[config.mk]
export PLATFORM = sky130hd
export DESIGN_NAME = fetch_stage
export DESIGN_NICKNAME = d
export VERILOG_FILES = /design/src/rtl/riscv_pkg.sv /design/src/rtl/if_id_reg.sv /design/src/rtl/fetch_stage.sv
export SDC_FILE = /design/constraint.sdc
export NUM_CORES = 1
export LEC_CHECK = 0
export CAP_MARGIN = 5
export CORE_ASPECT_RATIO = 0.9
export CORE_MARGIN = 1.5
export CORE_UTILIZATION = 35
export CTS_BUF_LIST = sky130_fd_sc_hd__clkbuf_8
export DETAILED_ROUTE_END_ITERATION = 12
export DONT_BUFFER_PORTS = 1
export PLACE_DENSITY_LB_ADDON = 0.15
export SLEW_MARGIN = 20
export SYNTH_ARGS = -nofsm -noshare
export SYNTH_HDL_FRONTEND = slang
export SYNTH_SLANG_ARGS = --single-unit
[constraint.sdc]
create_clock -name clk -period 2.3 [get_ports clk]
set_input_delay 0.46 -clock clk [delete_from_list [all_inputs] [get_ports clk]]
set_output_delay 0.46 -clock clk [all_outputs]
set_load 0.05 [all_outputs]
[src/rtl/riscv_pkg.sv]
// -----------------------------------------------------------------------------
// riscv_pkg
// Definitions shared by the instruction-fetch stage and its IF/ID register:
// the data width, the canonical NOP used for pipeline bubbles, and the IF/ID
// pipeline-register payload struct with its bubble value.
// -----------------------------------------------------------------------------
package riscv_pkg;

    localparam int XLEN = 32;

    // addi x0, x0, 0
    localparam logic [XLEN-1:0] NOP_INSTR = 32'h0000_0013;

    typedef struct packed {
        logic [XLEN-1:0] instr;
        logic [XLEN-1:0] pc;
        logic [XLEN-1:0] pc_plus4;
        logic            valid;
    } if_id_t;

    // Value held by IF/ID after reset or a flush.
    localparam if_id_t IF_ID_BUBBLE = '{
        instr:    NOP_INSTR,
        pc:       '0,
        pc_plus4: '0,
        valid:    1'b0
    };

endpackage

[src/rtl/if_id_reg.sv]
// -----------------------------------------------------------------------------
// if_id_reg
// IF/ID pipeline register. Loads a new fetch packet each cycle unless stalled;
// a flush overrides a stall and inserts a bubble. Reset also leaves a bubble.
//
// Ports:
//   clk    in   clock, rising edge
//   rst_n  in   asynchronous active-low reset
//   stall  in   hold current contents
//   flush  in   replace contents with a bubble (beats stall)
//   d      in   packet from fetch
//   q      out  packet presented to decode
// -----------------------------------------------------------------------------
module if_id_reg
    import riscv_pkg::*;
(
    input  logic   clk,
    input  logic   rst_n,
    input  logic   stall,
    input  logic   flush,
    input  if_id_t d,
    output if_id_t q
);

    always_ff @(posedge clk or negedge rst_n) begin
        if (!rst_n) begin
            q <= IF_ID_BUBBLE;
        end else if (flush) begin
            q <= IF_ID_BUBBLE;
        end else if (!stall) begin
            q <= d;
        end
    end

endmodule

[src/rtl/fetch_stage.sv]
// -----------------------------------------------------------------------------
// fetch_stage
// Instruction-fetch stage of the 5-stage RISC-V pipeline. Holds the PC, drives
// the instruction-memory address, picks the next PC (EX redirect, stall hold or
// sequential +4) and registers the fetched word into IF/ID.
//
// Optional feature macro: FETCH_PERF_CNT_EN adds the fetch_cnt / redirect_cnt
// performance counters and their ports.
//
// Ports:
//   clk, rst_n      clock (rising edge), asynchronous active-low reset
//   stall_f         hold PC
//   stall_d         hold IF/ID
//   flush_d         bubble into IF/ID
//   pc_src_e        taken branch/jump redirect from EX
//   pc_target_e     redirect target (bits [1:0] ignored)
//   imem_addr       instruction-memory address (= PC)
//   imem_rdata      instruction word, combinational from imem_addr
//   instr_d, pc_d, pc_plus4_d, valid_d   IF/ID contents for decode
//   fetch_cnt, redirect_cnt              counters (FETCH_PERF_CNT_EN only)
// -----------------------------------------------------------------------------
module fetch_stage
    import riscv_pkg::*;
#(
    parameter logic [31:0] RESET_PC = 32'h0000_0000,
    parameter int          XLEN     = 32
) (
    input  logic            clk,
    input  logic            rst_n,
    input  logic            stall_f,
    input  logic            stall_d,
    input  logic            flush_d,
    input  logic            pc_src_e,
    input  logic [XLEN-1:0] pc_target_e,
    output logic [XLEN-1:0] imem_addr,
    input  logic [XLEN-1:0] imem_rdata,
    output logic [XLEN-1:0] instr_d,
    output logic [XLEN-1:0] pc_d,
    output logic [XLEN-1:0] pc_plus4_d,
    output logic            valid_d
`ifdef FETCH_PERF_CNT_EN
    ,
    output logic [XLEN-1:0] fetch_cnt,
    output logic [XLEN-1:0] redirect_cnt
`endif
);

    logic [XLEN-1:0] pc_f;
    logic [XLEN-1:0] pc_plus4_f;
    logic [XLEN-1:0] pc_next;
    logic            flush_eff;
    if_id_t          if_id_in;
    if_id_t          if_id_out;

    // Target low bits are discarded: fetch is always word aligned.
    logic            unused_target_lsbs;
    assign unused_target_lsbs = ^pc_target_e[1:0];

    assign imem_addr  = pc_f;
    assign pc_plus4_f = pc_f + XLEN'(4);

    // A redirect wins over a stall so a taken branch is never dropped by a
    // simultaneous load-use hold.
    always_comb begin
        pc_next = pc_plus4_f;
        if (pc_src_e) begin
            pc_next = {pc_target_e[XLEN-1:2], 2'b00};
        end else if (stall_f) begin
            pc_next = pc_f;
        end
    end

    always_ff @(posedge clk or negedge rst_n) begin
        if (!rst_n) begin
            pc_f <= RESET_PC;
        end else begin
            pc_f <= pc_next;
        end
    end

    // The word in decode belongs to the wrong path whenever EX redirects.
    assign flush_eff = flush_d | pc_src_e;

    always_comb begin
        if_id_in          = IF_ID_BUBBLE;
        if_id_in.instr    = imem_rdata;
        if_id_in.pc       = pc_f;
        if_id_in.pc_plus4 = pc_plus4_f;
        if_id_in.valid    = 1'b1;
    end

    if_id_reg u_if_id_reg (
        .clk   (clk),
        .rst_n (rst_n),
        .stall (stall_d),
        .flush (flush_eff),
        .d     (if_id_in),
        .q     (if_id_out)
    );

    assign instr_d    = if_id_out.instr;
    assign pc_d       = if_id_out.pc;
    assign pc_plus4_d = if_id_out.pc_plus4;
    assign valid_d    = if_id_out.valid;

`ifdef FETCH_PERF_CNT_EN
    always_ff @(posedge clk or negedge rst_n) begin
        if (!rst_n) begin
            fetch_cnt    <= '0;
            redirect_cnt <= '0;
        end else begin
            // Count only edges where IF/ID loads a real instruction.
            if (!flush_eff && !stall_d) begin
                fetch_cnt <= fetch_cnt + XLEN'(1);
            end
            if (pc_src_e) begin
                redirect_cnt <= redirect_cnt + XLEN'(1);
            end
        end
    end
`endif

endmodule

==> results of run 1 <==
-- kinds of logic after synthesis --
| family | Yosys count |
|---|---|
| DFF | 123 |
| xor gates and xnor gates | 25 |
| buffers and inverters | 69 |
| other | 1 |
| AOI/OAI and AO/OA | 144 |
| muxes | 1 |
| adders and majority gates | 1 |
| and+or+nand+nor | 202 |
-- how the worst max path moves through the flow --
stage	endpoint	depth (start not counted)	slack, ps	start
after floorplan	imem_addr[22]	6	9	imem_addr[9]
after global placement	imem_addr[29]	5	200	imem_addr[4]
after detailed placement	imem_addr[28]	6	140	imem_addr[2]
after CTS	imem_addr[28]	6	130	imem_addr[2]
after global routing	imem_addr[28]	6	20	imem_addr[2]
final	imem_addr[24]	6	150	imem_addr[2]
-- cell type report --
cell class / instances / share of cell area (%)
sequential: 123 / 46.0
inverter: 9 / 0.502
multi-input combinational: 379 / 35.9
tap: 207 / 3.85
clock inverter: 15 / 3.42
timing repair buffer: 58 / 6.84
clock buffer: 17 / 3.48
-- critical path, cell delays in order (launching register included) --
cell,delay [ps]
dfrtp_2,380
ha_1,190
nand3_1,110
or4_1,710
buf_4,240
o41ai_1,260
a31oi_1,140
-- sequential cells by signal (all words and copies together), names as in the netlist --
register,flops
imem_addr,30
u_if_id_reg.q,93
-- power by group through the flow --
stage | sequential (uW) | combinational [uW] | clock [uW]
after global placement | 2650 | 702 | 0
after global routing | 2630 | 763 | 2410
after floorplan | 2790 | 355 | 0
after CTS | 2610 | 713 | 2310
final | 2610 | 707 | 2260
after detailed placement | 2660 | 709 | 0
-- stage by stage --
stage	cell area [um^2]	setup slack (ps)	cells	total power [uW]	hold slack (ps)
CTS	6730	132	808	5640	-329
finish	6730	149	808	5580	-291
global placement	6270	196	776	3350	168
detailed placement	6270	140	776	3360	167
floorplan	5810	9.17	571	3150	164
global route	6730	15.5	808	5800	-338
-- Yosys cell counts, types with 3 or more instances --
library cell  instances  share of area, %
a21oi_1               3              0.26
a221o_1               5              0.87
a22o_1               51               7.7
a31oi_1              13               1.4
buf_1                 9              0.59
buf_2                 9              0.78
buf_4                 9               1.2
clkbuf_1             30               2.0
clkbuf_2              3              0.26
dfrtp_1             120                52
dfstp_2               3               1.4
inv_1                 8              0.52
nand2_1              62               4.0
nand3_1              20               1.7
nand4_1              12               1.3
nand4b_1              6              0.91
nor2_1               35               2.3
nor3_1               17               1.5
nor4_1               11               1.2
o211ai_1              5              0.65
o21ai_0              34               2.9
o22a_1                3              0.46
o311a_1               5              0.87
o31ai_1               8               1.0
o41ai_1               4              0.61
or3_1                 6              0.65
or4_1                18               2.3
xnor2_1              22               3.3
xor2_1                3              0.46
-- metal layers --
layer	global-route usage, %	part of all wire (%)	vias up
li1	-	-	2133
met1	28.2	44	2332
met2	32.2	45	203
met3	7.92	9.3	16
met4	5.63	1.1	0
met5	0	0	-
==> results.md, run 1 <==
* Synthesis-stage register bit count at 123
* Setup violators final at 0
* Final Wtd Congestion at roughly 0.80
* Power share of the combinational group at between 10% and 20%
* H-tree depth at 4
* Total Routed Length at 17.9 mm
* Largest net degree at the start of global routing at 124
* Reg2Reg Launch Point: imem_addr[2]
* Peak Freq at 0.465 GHz
* Initial antenna violation count at 0
* Layout cells sized above 1 at approximately a fifth
* Compound-Gate Fraction of Synth Area at approximately a fifth
* Pleak at 0.00288 uW
* Sw Share at 30.5%
* Status: complete, but fails checks
* R2R depth at 6
* Commonest non-fill, non-tap cell in the layout: dfrtp_1
* Switching power at 1700 uW
* Unrepaired setup endpoints after global routing: no
* Longest Clk Path Bufs at 2
* Post-Synth Adder-Cell Area at 0.217%
* Fin crit period at 2150 ps
* WL/cell at 22.1 um
* Num rows at 44
* Fin Clk Skew at 15.6 ps
* Num ports at 199
* Post-synthesis sequential area ratio at 53.4%
* Multi-input logic area at around 0.0024 mm^2
* Die Area at 0.0173 mm^2
* Violated checks: negative hold slack
* Antenna cells at 0
* Clock latency on the worst-skew pair at 450 ps
* Vias at approximately 4700
* Nets at 659
* Int Pwr at around 3900 uW
* Post-synthesis async set-or-reset flop share at 100%
* Main combinational cell family by area after synthesis: compound AO/OA/AOI/OAI gates
* Power Density at a little over 800 mW/mm^2
* Commonest non-fill, non-tap cells in the layout: dfrtp_1, nand2_1, buf_4, a22o_1, nor2_1
* Slew HR at 53.9%
* Synthesis-to-layout area growth at 16.6%
* Final core utilization at around two fifths
* Core box area at about 0.016 mm^2
* Worst Tran Pin Value at 685 ps
* Peak supply drop at 0.550 mV
* Reg2reg setup slack at 150 ps
* Synth cell types at 54
* Post-synthesis mux area share at 0.173%
* Root Driver: clkbuf_8
* Seq pwr share at a little under half
* Gr ovfl total at 0
* Most common flop cell mapped by yosys: dfrtp_1
* Post-CTS sizing at 0
* Height of the die at 125 um
* Initial Utilization at 35.8%
* IO buf count at 0
* GRT Util Overall at between 20% and 30%
* CTS tree: done
* Vias in the first global route at 4792
* Post-Synth XOR/XNOR Area at 3.79%
* CP Class: reg2reg
* Max capacitance violation total at 0
* Antenna viol nets, final at 0
* CTS clk-pin slew, worst paths at 70 ps
* CTS Sinks at about 120
* Initial drt markers at between 300 and 400
* Post-CTS Setup Repair Bufs at 0
* Die W at 138 um
* First-pass GRT wire length at 28.2 mm
* CP max FO at 7
* Worst Hold Class: in2async
* Post-synthesis instance area at 0.00577 mm^2
* Cts bufs inserted at 17
* Max Slew Vio Count at 0
* Hold slack final at -291 ps
* Startpoint Class: flop
* Warning count from the yosys run at 0
* Storage element area at just over 0.003 mm^2
* Req. time, crit path at between 2000 and 3000 ps
* Fill cells at 1597
* Post-Syn Instances at 566
* Tcrit/Tclk final at 93.5%
* RR Endpoint: imem_addr[24]
* 1st-pass router iterations at 6
* CP Data Arrival Time at 2460 ps
* Post-synth EDFFs at 0
* Syn avg cell area at 10.2 um^2
* Final Hold Vio Count at 123
* DRC violations left at 0
* Dpl hpwl at 12.4 mm
* Simple-Gate Fraction of Synth Area at roughly 18%
* Sum Neg Setup Slack at 0 ps
* Worst setup EP type: flop
* Clock power frac at 40.5%
* Average vias per placed instance at approximately 5.8
Note: power is estimated with default switching activity, not from simulation.
==> inputs of run 2 (changes only) <==
--- a/config.mk
+++ b/config.mk
@@ -5,11 +5,13 @@
 export SDC_FILE = /design/constraint.sdc
 export NUM_CORES = 1
 export LEC_CHECK = 0
+export ABC_AREA = 1
 export CAP_MARGIN = 5
 export CORE_ASPECT_RATIO = 0.9
 export CORE_MARGIN = 1.5
 export CORE_UTILIZATION = 35
 export CTS_BUF_LIST = sky130_fd_sc_hd__clkbuf_8
+export CTS_CLUSTER_SIZE = 8
 export DETAILED_ROUTE_END_ITERATION = 12
 export DONT_BUFFER_PORTS = 1
 export PLACE_DENSITY_LB_ADDON = 0.15
==> results.md, run 2 <==
* Post-synthesis async set-or-reset flop share at between 90% and 100%
* Post-route setup slack at 591 ps
* Startpoint Class: flop
* Max capacitance violation total at 0
* Commonest cells post-synth: nand2_1, dfrtp_1, inv_1
* Longest Clk Path Bufs at 2
* Fin crit period at 1710 ps
* Peak supply drop at about 0.42 mV
* Initial drt markers at 244
* GRT Util Overall at between 10% and 20%
* Max Slew Vio Count at 0
* Layout cells sized above 1 at 12.9%
* Pwr Total at roughly 5400 uW
* DRC violations left at 0
* WL/cell at 18.0 um
* Pleak at 0.00323 uW
* Syn avg cell area at between 8 and 9 um^2
* Violated checks: negative hold slack
* Gr ovfl total at 0
* Height of the die at approximately 120 um
* Initial Utilization at 36.1%
* Count leader, synth: nand2_1
* Seq pwr share at between 40 and 50%
* CP peak stage delay at 430 ps
* Antenna cells at 0
* Average vias per placed instance at 4.97
* Worst path cell trace: ha_1 > nand2_2 > nor2_4 > nand2_1 > nor2_2 > nand3_1 > nand3_1 > nand2_1
* CP Data Arrival Time at 2040 ps
* Status: complete, but fails checks
* Tcrit/Tclk final at 74.3%
* Post-Synth XOR/XNOR Area at 2.03%
* Post-Synth Adder-Cell Area at less than 1%
* Most common flop cell mapped by yosys: dfrtp_1
* Pre-CTS setup slack at around 550 ps
* Post-CTS Setup Repair Bufs at 0
* Final Hold Vio Count at 123
* Commonest non-fill, non-tap cell in the layout: nand2_1
* Most flop-heavy register: u_if_id_reg.q
* Slew HR at a little over half
* R2R depth at 8
* Buf+Inv Stages, Crit Path at 0
* First-pass GRT wire length at about 25 mm
* CP max-delay cell: dfrtp_1
* Die Area at 0.0168 mm^2
* Sw Share at 32.3%
* Num ports at approximately 200
* Crit path max-delay family: simple AND/OR/NAND/NOR gates
* Final Wtd Congestion at approximately 0.80
* Worst Hold Class: in2async
* Synth top area share at ~53%
* Setup violators final at 0
* Req. time, crit path at 2630 ps
* Synthesis-stage register bit count at between 100 and 150
* Synthesis-to-layout area growth at 15.0%
* Worst Tran Pin Value at 712 ps
* Clock power frac at 39.6%
* Fin Clk Skew at 7.49 ps
* Post-synth EDFFs at 0
* Post-synthesis sequential area ratio at 54.8%
* Peak Freq at 0.585 GHz
* Clock latency on the worst-skew pair at 440 ps
* Nets at 761
* Synth top area cells: dfrtp_1, nand2_1, o21ai_0, a22o_1, inv_1
* CTS tree: done
* IO buf count at 0
* Post-synthesis instance area at 0.00562 mm^2
* Hold slack final at -294 ps
* Main combinational cell family by area after synthesis: simple AND/OR/NAND/NOR gates
* Unrepaired setup endpoints after global routing: no
* Compound-Gate Fraction of Synth Area at about an eighth
* Post-CTS sizing at 0
* Post-Syn Instances at 661
* Crit. path cell count at 8
* Reg2reg setup slack at 590 ps
* Sum Neg Setup Slack at 0 ps
* Vias at between 4000 and 5000
* Max reg flops at between 90 and 100
* Total Routed Length at approximately 16 mm
* H-tree depth at 4
* Power share of the combinational group at 12.8%
* Simple-Gate Fraction of Synth Area at a little under a quarter
* Int Pwr at ~3700 uW
* Largest net degree at the start of global routing at roughly 120
* Yosys top cell by area: dfrtp_1
* Worst setup EP type: flop
* CP Class: reg2reg
* Core box area at between 0.015 and 0.02 mm^2
* CTS clk-pin slew, worst paths at 70 ps
* Post-synthesis mux area share at 0%
* Dpl hpwl at 11.5 mm
* CTS Sinks at between 100 and 150
* CP max FO at 5
* Die W at 137 um
* Root Driver: clkbuf_8
* Switching power at 1750 uW
* Antenna viol nets, final at 0
* Cts bufs inserted at 17
* Vias in the first global route at 4486
* Initial antenna violation count at 0
* Power Density at roughly 840 mW/mm^2
* Num rows at 43
* Warning count from the yosys run at 0
* 1st-pass router iterations at 4
* Commonest non-fill, non-tap cells in the layout: nand2_1, dfrtp_1, inv_1, o21ai_0, buf_4
* Synth cell types at 27
run 2: cell count changes after synthesis, sizes merged, moves of 13 or more:
cell and change:
nand2 +188, inv +57, o21ai +29, clkbuf -22
a22o -21, xnor2 -21, or4 -18, nor3 -17
nand4 -14, a31oi -13
run 2: logic make-up (layout without fill, tap and decap cells):
group | Yosys count | count (layout)
compound gates | 105 | 105
other cells | 1 | 6
fa+ha+maj | 1 | 1
simple gates | 321 | 321
buf+inv | 97 | 134
flops | 123 | 123
xor+xnor | 13 | 13
run 2: final timing paths:
path                               start                end
hold / removal                     rst_n  u_if_id_reg.q[93]
setup reg to reg            imem_addr[2]  u_if_id_reg.q[25]
min in group clk           imem_rdata[8]  u_if_id_reg.q[73]
max in group asynchronous          rst_n  u_if_id_reg.q[65]
hold reg to reg             imem_addr[2]   u_if_id_reg.q[3]
setup / recovery            imem_addr[2]  u_if_id_reg.q[25]
run 2: power groups by stage:
stage               clock, uW  combinational, uW  sequential (uW)
finish                   2150                694             2580
global placement            0                688             2620
global route             2320                759             2600
detailed placement          0                697             2620
floorplan                   0                307             2800
CTS                      2210                701             2580
run 2: final cells by class:
class / instances / area, um^2
Timing Repair Buffer: 37 / 290
Sequential cell: 123 / 3080
Inverter: 65 / 244
Multi-Input combinational cell: 446 / 2150
Fill cell: 1613 / 9080
Clock buffer: 18 / 248
Clock inverter: 14 / 194
Tap cell: 202 / 253
run 2: per-stage QoR:
step / hold slack, ps / std cells / utilization (%) / instance area [um^2]
detailed placement: 167 / 873 / 38.7 / 6020
global placement: 167 / 873 / 38.7 / 6020
global route: -345 / 905 / 41.6 / 6460
floorplan: 164 / 666 / - / 5640
finish: -294 / 905 / 41.6 / 6460
CTS: -325 / 905 / 41.6 / 6460
run 2: metal layers:
layer  wire (um)  vias up  global-route usage, %  part of all wire, %
li1            -     2144                      -                    -
met1        7110     2156                   25.1                   44
met2        7480      184                   31.0                   46
met3        1530       17                   7.50                  9.4
met4         146        0                   5.25                 0.90
met5           0        -                      0                    0
run 2: worst register-to-register path, stage by stage (launching register included):
cell	delay [ps]
dfrtp_1	430
ha_1	230
nand2_2	100
nor2_4	150
nand2_1	150
nor2_2	250
nand3_1	130
nand3_1	110
nand2_1	50
